==> config.mk <==
export PLATFORM = sky130hd
export DESIGN_NAME = control_unit
export DESIGN_NICKNAME = d
export VERILOG_FILES = /design/src/rtl/control_unit.sv
export SDC_FILE = /design/constraint.sdc
export NUM_CORES = 1
export LEC_CHECK = 0
export BUFFER_PORTS_ARGS = -buffer_cell sky130_fd_sc_hd__buf_2
export CAP_MARGIN = 20
export CORE_AREA = 2 2 39 41
export CTS_CLUSTER_DIAMETER = 50
export DETAILED_ROUTE_END_ITERATION = 10
export DIE_AREA = 0 0 41 43
export GPL_TIMING_DRIVEN = 0
export PLACE_DENSITY_LB_ADDON = 0.08
export SETUP_SLACK_MARGIN = 0.2
export SLEW_MARGIN = 5
export SYNTH_ARGS = -nofsm -noshare
export SYNTH_HDL_FRONTEND = slang
export SYNTH_SLANG_ARGS = --single-unit
==> constraint.sdc <==
create_clock -name clk -period 1.7 [get_ports clk]
set_input_delay 0.085 -clock clk [delete_from_list [all_inputs] [get_ports clk]]
set_output_delay 0.085 -clock clk [all_outputs]
set_load 0.03 [all_outputs]
==> src/rtl/control_unit.sv <==
// control_unit: multi-cycle Moore sequencer for an accumulator CPU.
// It walks FETCH -> READ -> LOAD_IR -> DECODE and then, for two-byte
// instructions, through OP_READ -> OP_LATCH -> EXEC -> WB.
//
// Configuration macro:
//   CONTROL_UNIT_BRANCH_EN  when defined, opcode 8 (JMP) and 9 (JZ) are
//                           branches; otherwise they decode as illegal.
//
// Ports:
//   clk, rst          clock; synchronous active-high reset
//   instr             instruction-register contents (opcode in the top nibble)
//   alu_zero          ALU zero flag, consumed by JZ in OP_LATCH
//   mar_load/mar_src  MAR load strobe and source (0 = PC, 1 = RAM data_out)
//   ram_rd_en         RAM read (data valid next cycle)
//   ram_write_en      RAM write at the MAR address
//   pc_inc/pc_load    PC increment / load from RAM data_out
//   ir_load           IR load from RAM data_out
//   acc_load/acc_src  accumulator write and source (0 = ALU, 1 = RAM)
//   alu_op            000 ADD, 001 SUB, 010 AND, 011 OR (000 when unused)
//   halted            high while in HALT
//   illegal           one-cycle pulse on an undefined opcode in DECODE
//   state_dbg         current state encoding (0 = FETCH)
module control_unit #(
  parameter int unsigned DATA_W = 8
) (
  input  logic              clk,
  input  logic              rst,
  input  logic [DATA_W-1:0] instr,
  input  logic              alu_zero,
  output logic              mar_load,
  output logic              mar_src,
  output logic              ram_rd_en,
  output logic              ram_write_en,
  output logic              pc_inc,
  output logic              pc_load,
  output logic              ir_load,
  output logic              acc_load,
  output logic              acc_src,
  output logic [2:0]        alu_op,
  output logic              halted,
  output logic              illegal,
  output logic [3:0]        state_dbg
);

  typedef enum logic [3:0] {
    StFetch   = 4'd0,
    StRead    = 4'd1,
    StLoadIr  = 4'd2,
    StDecode  = 4'd3,
    StOpRead  = 4'd4,
    StOpLatch = 4'd5,
    StExec    = 4'd6,
    StWb      = 4'd7,
    StHalt    = 4'd8
  } state_e;

`ifdef CONTROL_UNIT_BRANCH_EN
  localparam logic BranchEn = 1'b1;
`else
  localparam logic BranchEn = 1'b0;
`endif

  state_e state_q;

  logic [3:0] opcode;
  logic       op_nop, op_lda, op_sta, op_alu, op_jmp, op_jz, op_hlt;
  logic       op_two_byte, op_undef;
  logic [3:0] alu_sel;
  logic       unused_instr_lsbs;

  assign opcode            = instr[DATA_W-1 -: 4];
  assign unused_instr_lsbs = ^instr[DATA_W-5:0];

  assign op_nop      = (opcode == 4'h0);
  assign op_lda      = (opcode == 4'h1);
  assign op_sta      = (opcode == 4'h2);
  assign op_alu      = (opcode >= 4'h3) && (opcode <= 4'h6);
  assign op_jmp      = BranchEn && (opcode == 4'h8);
  assign op_jz       = BranchEn && (opcode == 4'h9);
  assign op_hlt      = (opcode == 4'hF);
  assign op_two_byte = op_lda || op_sta || op_alu || op_jmp || op_jz;
  assign op_undef    = !(op_nop || op_hlt || op_two_byte);
  // ADD..OR are opcodes 3..6, so the ALU select is simply opcode - 3.
  assign alu_sel     = opcode - 4'd3;

  always_ff @(posedge clk) begin
    if (rst) begin
      state_q <= StFetch;
    end else begin
      unique case (state_q)
        StFetch:  state_q <= StRead;
        StRead:   state_q <= StLoadIr;
        StLoadIr: state_q <= StDecode;
        StDecode: begin
          if (op_hlt)           state_q <= StHalt;
          else if (op_two_byte) state_q <= StOpRead;
          else                  state_q <= StFetch;
        end
        StOpRead:  state_q <= StOpLatch;
        StOpLatch: state_q <= (op_jmp || op_jz) ? StFetch : StExec;
        StExec:    state_q <= op_sta ? StFetch : StWb;
        StWb:      state_q <= StFetch;
        StHalt:    state_q <= StHalt;
        default:   state_q <= StFetch;
      endcase
    end
  end

  // Outputs decode from state and instr; a reset cycle forces everything idle
  // even if the register still holds a mid-instruction state.
  always_comb begin
    mar_load     = 1'b0;
    mar_src      = 1'b0;
    ram_rd_en    = 1'b0;
    ram_write_en = 1'b0;
    pc_inc       = 1'b0;
    pc_load      = 1'b0;
    ir_load      = 1'b0;
    acc_load     = 1'b0;
    acc_src      = 1'b0;
    alu_op       = 3'b000;
    halted       = 1'b0;
    illegal      = 1'b0;
    state_dbg    = 4'd0;
    if (!rst) begin
      state_dbg = state_q;
      case (state_q)
        StFetch:  mar_load = 1'b1;
        StRead: begin
          ram_rd_en = 1'b1;
          pc_inc    = 1'b1;
        end
        StLoadIr: ir_load = 1'b1;
        StDecode: begin
          mar_load = op_two_byte;
          illegal  = op_undef;
        end
        StOpRead: begin
          ram_rd_en = 1'b1;
          pc_inc    = 1'b1;
        end
        StOpLatch: begin
          if (op_jmp) begin
            pc_load = 1'b1;
          end else if (op_jz) begin
            pc_load = alu_zero;
          end else begin
            mar_load = 1'b1;
            mar_src  = 1'b1;
          end
        end
        StExec: begin
          ram_write_en = op_sta;
          ram_rd_en    = !op_sta;
        end
        StWb: begin
          acc_load = 1'b1;
          acc_src  = op_lda;
          if (op_alu) alu_op = alu_sel[2:0];
        end
        StHalt:  halted = 1'b1;
        default: ;
      endcase
    end
  end

endmodule

==> flow_metrics.py, run 1 <==
metrics = {
    "outcome": {
        "outcome": "completed",
    },
    "timing": {
        "hold_ws_ns": 0.158,
        "fin_crit_sh_pct": 98.2,
        "rsz0062_at_grt": "true",
        "setup_violations": 0,
        "max_freq_mhz": 599,
        "maxSlewViolCount": 0,
        "min_period_ns": 1.67,
        "hold_viol": 0,
        "skew_ns": 0.00167,
    },
    "synth": {
        "ys_types": 32,
        "synth.ff_latch_count": 4,
        "syn_area_sq_um": 479,
        "synth-edff-count": 0,
        "yosys.area.top_type": "dfxtp_1",
        "synth_area_per_cell_sq_um": 7.26,
        "synth_warnings": 0,
        "yosys_most_used_dff": "dfxtp_1",
        "synth_top_area_share_pct": 16.7,
        "synth_area_leaders": "dfxtp_1, ha_1, nor4_1",
        "async_flop_share_pct": 0,
        "synthCells": 66,
        "yosysSeqAreaShare_pct": 16.7,
        "synth_common_cells": "nor2_1, nor3_1, inv_1, nor4_1",
        "synth_nets": 81,
    },
    "die": {
        "die_height_microns": 43,
        "rows": 14,
        "die_area_sq_um": 1760,
        "start_util_pct": 34.6,
        "ios": 29,
        "die_w_microns": 41,
        "core_sq_um": 1380,
    },
    "worst_setup_path": {
        "end_kind": "primary output",
        "critPathKind": "register to primary output",
        "slowest_delay_ns": 0.58,
        "cp_num_buf_inv": 1,
        "slowest_stage": "or4b_4",
        "startpoint_type": "register",
        "cp_cell_sequence": "nand2_4, or4b_4, nor3b_2, buf_4",
        "cp_max_fo": 4,
        "r2r_start": "state_q[1]",
        "crit_required_ns": 1.62,
        "crit_family": "simple AND/OR/NAND/NOR gates",
        "critPathArrivalTime_ns": 1.58,
        "crit_start": "state_q[0]",
    },
    "drt": {
        "ant_nets": 0,
        "drc": 0,
        "drt-total-wl_microns": 1560,
        "vias": 614,
        "firstDrtPassIters": 4,
        "drtIter0Drc": 9,
        "viasPerCell": 5.29,
        "wl_per_cell_microns": 13.4,
    },
    "final_layout": {
        "drive_gt1_share_pct": 62.0,
        "synthToLayoutAreaGrowth_pct": 91.4,
        "largestRegisters": "state_q: 4 flops",
        "largest_reg_flops": 4,
        "fin_nets": 117,
        "n_antenna_cell": 0,
        "top_register": "state_q",
    },
    "job": {
        "drv_cap": 0,
    },
    "global_routing": {
        "gr-total-overflow": 0,
        "grt_max_degree": 11,
        "grt_use_total_pct": 18.8,
        "antenna_found_initial": 0,
        "grt_pass1_vias": 533,
        "grt_pass1_wl_microns": 2240,
    },
    "power_and_ir_drop": {
        "power_uw": 388,
        "power_density_nw_per_um2": 423,
        "irDropWorstVdd_mv": 0.309,
        "p_leak_nw": 0.405,
    },
    "clock_tree": {
        "cts_buffer_depth": 2,
        "cts_hold_buf": 0,
        "clk_root_buffer_cell": "clkbuf_4",
        "clkLatencyLatePin_ns": 0.24,
        "cts.reportedPaths.clkPinSlew_ns": 0.04,
        "cts_tree": "built",
        "htreeDepth": 1,
        "cts-buffers-inserted": 3,
        "clock_sinks": 4,
    },
    "place": {
        "hpwl_microns": 998,
        "port_buffers": 22,
        "place_congestion": 0.688,
    },
    "min_path": {
        "min_path_type": "input pin to register",
        "hp-start": "rst",
    },
}
-- cell families (layout without fill, tap and decap cells) --
family,after synthesis,in the layout,share of synthesized area [%]
other,1,1,0.783
buffers and inverters,9,43,8.09
AND/OR/NAND/NOR,41,41,52.5
flip-flops,4,4,16.7
adder cells (fa/ha/maj),4,4,10.4
XOR/XNOR,1,1,1.83
AO/OA/AOI/OAI,6,6,9.66
-- worst register-to-register path: stages, from the launching register on --
cell,delay (ns)
dfxtp_4,0.35
buf_6,0.10
or4bb_1,0.41
buf_4,0.15
a41o_1,0.22
-- worst paths after layout --
path | cells past startpoint | end | slack (ns)
worst max-delay path | 4 | acc_src | 0.03
worst min-delay path | 2 | state_q[3] | 0.16
worst max register to register | 4 | state_q[2] | 0.35
worst min register to register | 2 | state_q[3] | 0.58
-- area by class of cell --
cell class                      instances  area [sq um]
Clock buffer                            3          22.5
Buffer                                  4          37.5
Multi-Input combinational cell         53           497
Inverter                                5          18.8
Tap cell                               16          20.0
Sequential cell                         4          90.1
Fill cell                             116           467
Timing Repair Buffer                   31           231
-- placed cells by master, fill, tap and decap left out, types with 2 or more instances in the layout --
cell / Yosys / layout
nor4_2: 0 / 2
buf_4: 1 / 15
nand3b_1: 2 / 2
nor2_1: 6 / 6
buf_2: 1 / 11
nor4_4: 0 / 3
dfxtp_4: 0 / 2
nor3_2: 0 / 4
buf_6: 0 / 7
nand2_1: 2 / 2
inv_1: 5 / 5
ha_1: 4 / 3
nand3_1: 2 / 2
nor2b_1: 3 / 2
dfxtp_2: 0 / 2
or3_1: 3 / 2
clkbuf_4: 0 / 4
-- layer usage --
metal,GRT usage [%],wire [microns]
met1,21.3,658
met4,10.0,29
met2,31.3,818
met3,3.14,48
met5,0,0
-- report_power, final --
group          total, mW  switching (mW)  internal (mW)
Sequential         0.103         0.00520         0.0978
Clock              0.116          0.0375         0.0788
Combinational      0.169          0.0981         0.0708
-- through the flow --
step / setup slack, ns / utilization [%] / cells / cell area, sq um / setup TNS [ns]
after floorplan: 0.00209 / - / 66 / 566 / 0
after global placement: -0.0478 / 50.3 / 104 / 696 / -0.126
after detailed placement: -0.0662 / 50.3 / 104 / 696 / -0.176
after CTS: 0.0222 / 62.8 / 114 / 870 / 0
after global routing: -0.0338 / 66.3 / 116 / 917 / -0.0628
final: 0.0311 / 66.3 / 116 / 917 / 0
-- repair_timing --
item	in CTS	in global routing
resized for setup	33	7
setup endpoints to repair	13	12
setup buffers	7	2
cloned	0	0
pin swaps	7	3
Power figures use the tool's default switching activity.
==> run 2: changes to the inputs <==
Settings changed: ABC_AREA set to 1.
==> run 2 against run 1 <==
Effect of this change:
- sequential power is 8% higher
- wire length is 20% lower
- die area stayed put
- clock skew is 0.0026 ns higher
- critical path depth is 2 higher
- core utilization is 16 points lower
- register-to-register slack better by 0.25 ns
- clock power hardly changed
- highest routed layer is now met3
- flip-flop and latch count stayed put
- hold slack worse by 0.11 ns
==> flow_metrics.py, run 2 <==
metrics = {
    "final_layout": {
        "finalNonFillerCells": 125,
        "top_register": "state_q",
        "largest_reg_flops": 4,
        "fin_nets": 126,
        "fin_area_sq_um": 696,
        "mostFrequentLayoutCells": "buf_2, nor2_1, nand2_1",
        "synthToLayoutAreaGrowth_pct": 39.7,
        "largestRegisters": "state_q: 4 flops",
        "fillers": 148,
        "drive_gt1_share_pct": 43.1,
        "final_common_cell": "buf_2",
        "n_antenna_cell": 0,
    },
    "timing": {
        "setup_violations": 0,
        "fin_crit_sh_pct": 84.0,
        "hold_viol": 0,
        "tns_ns": 0,
        "max_freq_mhz": 701,
        "skew_ns": 0.00424,
        "hold_ws_ns": 0.0480,
        "rsz0062_at_grt": "true",
        "maxSlewViolCount": 0,
        "min_period_ns": 1.43,
    },
    "drt": {
        "wl_met1_microns": 581,
        "drc": 0,
        "ant_nets": 0,
        "wl_per_cell_microns": 10.0,
        "drt-total-wl_microns": 1250,
        "drtIter0Drc": 16,
        "vias": 583,
        "met3_length_microns": 68,
        "top_layer_used": "met3",
        "viasPerCell": 4.66,
        "firstDrtPassIters": 4,
        "wl_met2_microns": 603,
    },
    "synth": {
        "synth_area_leaders": "dfxtp_1, nor2_1, ha_1",
        "synth_area_per_cell_sq_um": 6.07,
        "synth.ff_latch_count": 4,
        "syn_area_sq_um": 498,
        "synth_common_cells": "nor2_1, nand2_1, inv_1",
        "synthCells": 82,
        "synth-edff-count": 0,
        "yosysSeqAreaShare_pct": 16.1,
        "synth_top_area_share_pct": 16.1,
        "yosys.area.top_type": "dfxtp_1",
        "yosys_most_used_dff": "dfxtp_1",
        "async_flop_share_pct": 0,
        "synth_nets": 97,
        "synth_warnings": 0,
        "synthMostInstantiatedCell": "nor2_1",
        "ys_types": 24,
    },
    "place": {
        "port_buffers": 21,
        "place_congestion": 0.839,
        "place_inst": 119,
        "hpwl_microns": 1010,
        "dpl_cell_area_sq_um": 629,
    },
    "die": {
        "start_util_pct": 36.0,
        "rows": 14,
        "ios": 29,
        "core_sq_um": 1380,
        "die_w_microns": 41,
        "die_height_microns": 43,
        "die_area_sq_um": 1760,
    },
    "worst_setup_path": {
        "startpoint_type": "register",
        "end_kind": "primary output",
        "crit_required_ns": 1.62,
        "critPathKind": "register to primary output",
        "cp_max_fo": 6,
        "r2r_setup_slack_ns": 0.60,
        "reg2reg_depth": 7,
        "critPathArrivalTime_ns": 1.34,
        "rr_endpoint": "state_q[0]",
        "r2r_start": "state_q[3]",
    },
    "min_path": {
        "hold_path_depth": 2,
        "min_to": "state_q[1]",
        "min_path_type": "input pin to register",
        "hp-start": "rst",
    },
    "clock_tree": {
        "cts.reportedPaths.clkPinSlew_ns": 0.04,
        "clk_root_buffer_cell": "clkbuf_4",
        "clock_sinks": 4,
        "cts_tree": "built",
        "cts-buffers-inserted": 3,
        "cts_buffer_depth": 2,
        "htreeDepth": 1,
        "clkLatencyLatePin_ns": 0.23,
    },
    "power_and_ir_drop": {
        "irDropWorstVdd_mv": 0.356,
        "power_density_nw_per_um2": 499,
        "p_leak_nw": 0.373,
    },
    "global_routing": {
        "grt_use_total_pct": 15.8,
        "gr-total-overflow": 0,
        "grt_pass1_wl_microns": 1910,
        "antenna_found_initial": 0,
        "grt_pass1_vias": 471,
        "grt_max_degree": 11,
    },
    "outcome": {
        "outcome": "completed",
    },
    "job": {
        "drv_cap": 0,
    },
}
==> run 2: worst max-delay path by stage <==
stage | startpoint | endpoint
global route | state_q[3] | ram_rd_en
CTS | state_q[0] | alu_op[1]
finish | state_q[3] | ram_rd_en
detailed placement | instr[4] | mar_load
floorplan | state_q[0] | alu_op[0]
global placement | instr[4] | mar_load
==> run 2: report_power, final <==
group | internal (mW) | switching [mW] | total [mW]
logic | 0.0415 | 0.0788 | 0.120
clock network | 0.0789 | 0.0376 | 0.116
registers | 0.101 | 0.00980 | 0.111
total | 0.221 | 0.126 | 0.347
==> run 2: critical path: stages, from the launching register on <==
cell and delay (ns):
dfxtp_1 0.34, inv_2 0.11, nand2_4 0.09, nor2_2 0.15, nand2_2 0.08, a21oi_1 0.16, buf_4 0.18
==> run 2: routing by layer <==
layer | up-vias | track usage, %
met4 | 0 | 2.00
met3 | 0 | 7.85
met5 | - | 0
met2 | 18 | 24.7
li1 | 314 | -
met1 | 251 | 19.6
==> run 2: final cells by class <==
type,instances,area (sq um),area share [%]
inverters,12,45.0,6.47
plain buffers,3,22.5,3.24
repair buffers,24,138,19.8
well taps,16,20.0,2.88
multi-input cells,63,364,52.3
clock buffers,3,22.5,3.24
flip-flops and latches,4,83.8,12.1
==> run 2: metrics by stage <==
step / utilization (%) / setup WS, ns / power [mW]
floorplan: - / 0.219 / 0.195
global placement: 45.5 / 0.408 / 0.225
detailed placement: 45.5 / 0.400 / 0.226
CTS: 47.6 / 0.217 / 0.348
global route: 50.3 / 0.179 / 0.383
finish: 50.3 / 0.273 / 0.347
==> run 2: cell families after synthesis <==
logic type / count (synthesis) / synth area share (%)
adder cells (fa/ha/maj): 4 / 10.1
AO/OA/AOI/OAI: 11 / 12.3
other: 1 / 0.753
flip-flops: 4 / 16.1
buffers and inverters: 15 / 13.6
AND/OR/NAND/NOR: 47 / 47.2
==> run 2: repair_timing <==
item / in CTS / in global routing
setup endpoints to repair: 3 / 8
hold buffers: 0 / 0
resized for setup: 3 / 7
setup buffers: 0 / 3
==> run 3: changes to the inputs <==
Settings changed: ABC_AREA 1 to 0.
Clock period 1.7 ns to 1.27 ns, I/O delays scaled along.
==> run 3 against run 2 <==
Effect of this change:
- the flow now finishes with violations (setup timing)
- critical path depth shrank 2
- register-to-register slack lost 0.81 ns
- via count grew 28%
- critical path type unchanged
- highest routed layer is now met4
==> flow_metrics.py, run 3 (synthesized netlist as in run 1, its figures left out) <==
metrics = {
    "final_layout": {
        "finalNonFillerCells": 131,
        "top_register": "state_q",
        "fin_area_sq_um": 1210,
        "synthToLayoutAreaGrowth_pct": 154,
        "mostFrequentLayoutCells": "buf_6, buf_4, buf_2",
        "fin_nets": 131,
        "drive_gt1_share_pct": 72.2,
        "n_antenna_cell": 0,
        "largestRegisters": "state_q: 4 flops",
        "final_common_cell": "buf_6",
        "largest_reg_flops": 4,
    },
    "clock_tree": {
        "cts_tree": "built",
        "clock_sinks": 4,
        "cts-buffers-inserted": 3,
        "clk_root_buffer_cell": "clkbuf_4",
        "cts_buffer_depth": 2,
        "clkLatencyLatePin_ns": 0.26,
        "cts.reportedPaths.clkPinSlew_ns": 0.04,
        "htreeDepth": 1,
    },
    "outcome": {
        "violations": "setup timing",
        "outcome": "finished, violations left",
    },
    "die": {
        "core_sq_um": 1380,
        "ios": 29,
        "die_w_microns": 41,
        "die_height_microns": 43,
        "die_area_sq_um": 1760,
        "rows": 14,
        "start_util_pct": 34.6,
    },
    "power_and_ir_drop": {
        "power_density_nw_per_um2": 552,
        "p_leak_nw": 0.532,
        "irDropWorstVdd_mv": 0.471,
        "power_uw": 670,
    },
    "worst_setup_path": {
        "slowest_delay_ns": 0.53,
        "crit_required_ns": 1.21,
        "startpoint_type": "register",
        "critPathKind": "register to primary output",
        "end_kind": "primary output",
        "cp_max_fo": 4,
        "critPathArrivalTime_ns": 1.72,
        "cp_num_buf_inv": 1,
        "slowest_stage": "or4b_4",
        "crit_family": "simple AND/OR/NAND/NOR gates",
        "cp_cell_sequence": "nor2b_4, or4b_4, nor4_4, buf_4",
    },
    "place": {
        "port_buffers": 22,
        "place_inst": 104,
        "place_congestion": 0.749,
        "hpwl_microns": 999,
        "dp_worst_setup_slack_ns": -0.580,
        "dpl_cell_area_sq_um": 764,
    },
    "global_routing": {
        "grt_max_degree": 11,
        "grt_pass1_wl_microns": 2570,
        "gr-total-overflow": 0,
        "grt_pass1_vias": 594,
        "grt_use_total_pct": 20.7,
        "antenna_found_initial": 0,
    },
    "drt": {
        "drtIter0Drc": 27,
        "ant_nets": 0,
        "vias": 747,
        "drt-total-wl_microns": 2320,
        "wl_per_cell_microns": 17.7,
        "viasPerCell": 5.70,
        "firstDrtPassIters": 4,
        "drc": 0,
    },
    "job": {
        "drv_cap": 0,
    },
    "timing": {
        "setup_violations": 19,
        "max_freq_mhz": 561,
        "fin_crit_sh_pct": 140,
        "fin_ws_ns": -0.512,
        "hold_viol": 0,
        "skew_ns": 0.00435,
        "rsz0062_at_grt": "true",
        "min_period_ns": 1.78,
        "maxSlewViolCount": 0,
        "tns_ns": -5.33,
    },
    "min_path": {
        "min_path_type": "input pin to register",
    },
}
## run 3: cell count changes in the layout (fill, tap and decap cells not counted), moves of 5 or more
cell and change:
buf_6 +19, nand2_1 -11, nor2_1 -11, buf_2 -10, buf_4 +9, a21oi_1 -6, inv_1 -5, nor3_4 +5
## run 3: worst register-to-register path: stages (launching register included)
cell and delay (ns):
dfxtp_4 0.36, buf_4 0.11, buf_6 0.13, or4bb_1 0.44, buf_4 0.16, a41o_1 0.19
## run 3: metal layers
layer | wire length (microns) | GRT usage (%) | vias to the layer above
met5 | 0 | 0 | -
met4 | 125 | 6.00 | 0
met3 | 152 | 3.14 | 14
met2 | 1250 | 34.1 | 41
met1 | 791 | 26.5 | 353
li1 | - | - | 339
## run 3: worst paths after layout
check	startpoint	slack [ns]	cells after the start	to
hold / removal	rst	0.15	2	state_q[3]
setup / recovery	state_q[2]	-0.51	4	alu_op[1]
setup reg to reg	state_q[1]	-0.21	5	state_q[2]
hold reg to reg	state_q[3]	0.58	2	state_q[3]
## run 3: cell type report
class                      instances  area (sq um)
buffer                             4          55.1
multi-input combinational         53           572
timing repair buffer              45           428
sequential                         4          92.6
fill                              66           169
inverter                           5          21.3
clock buffer                       4          26.3
tap                               16          20.0
## run 3: timing repair
action	4_1_cts	5_1_grt
hold endpoints to repair	0	0
hold buffers	0	0
setup buffers	10	13
resized for setup	37	27
pin swaps	11	12
endpoints found under the setup margin	19	20
## run 3: through the flow
step / hold slack (ns) / util [%]
5_1_grt: 0.173 / 87.8
3_5_place_dp: 0.395 / 55.2
4_1_cts: 0.153 / 72.1
6_report: 0.147 / 87.8
2_1_floorplan: 0.129 / -
3_3_place_gp: 0.390 / 55.2
## run 3: power breakdown
part / internal, mW / switching, mW
logic: 0.162 / 0.173
clock network: 0.120 / 0.0796
registers: 0.129 / 0.00669
total: 0.411 / 0.259
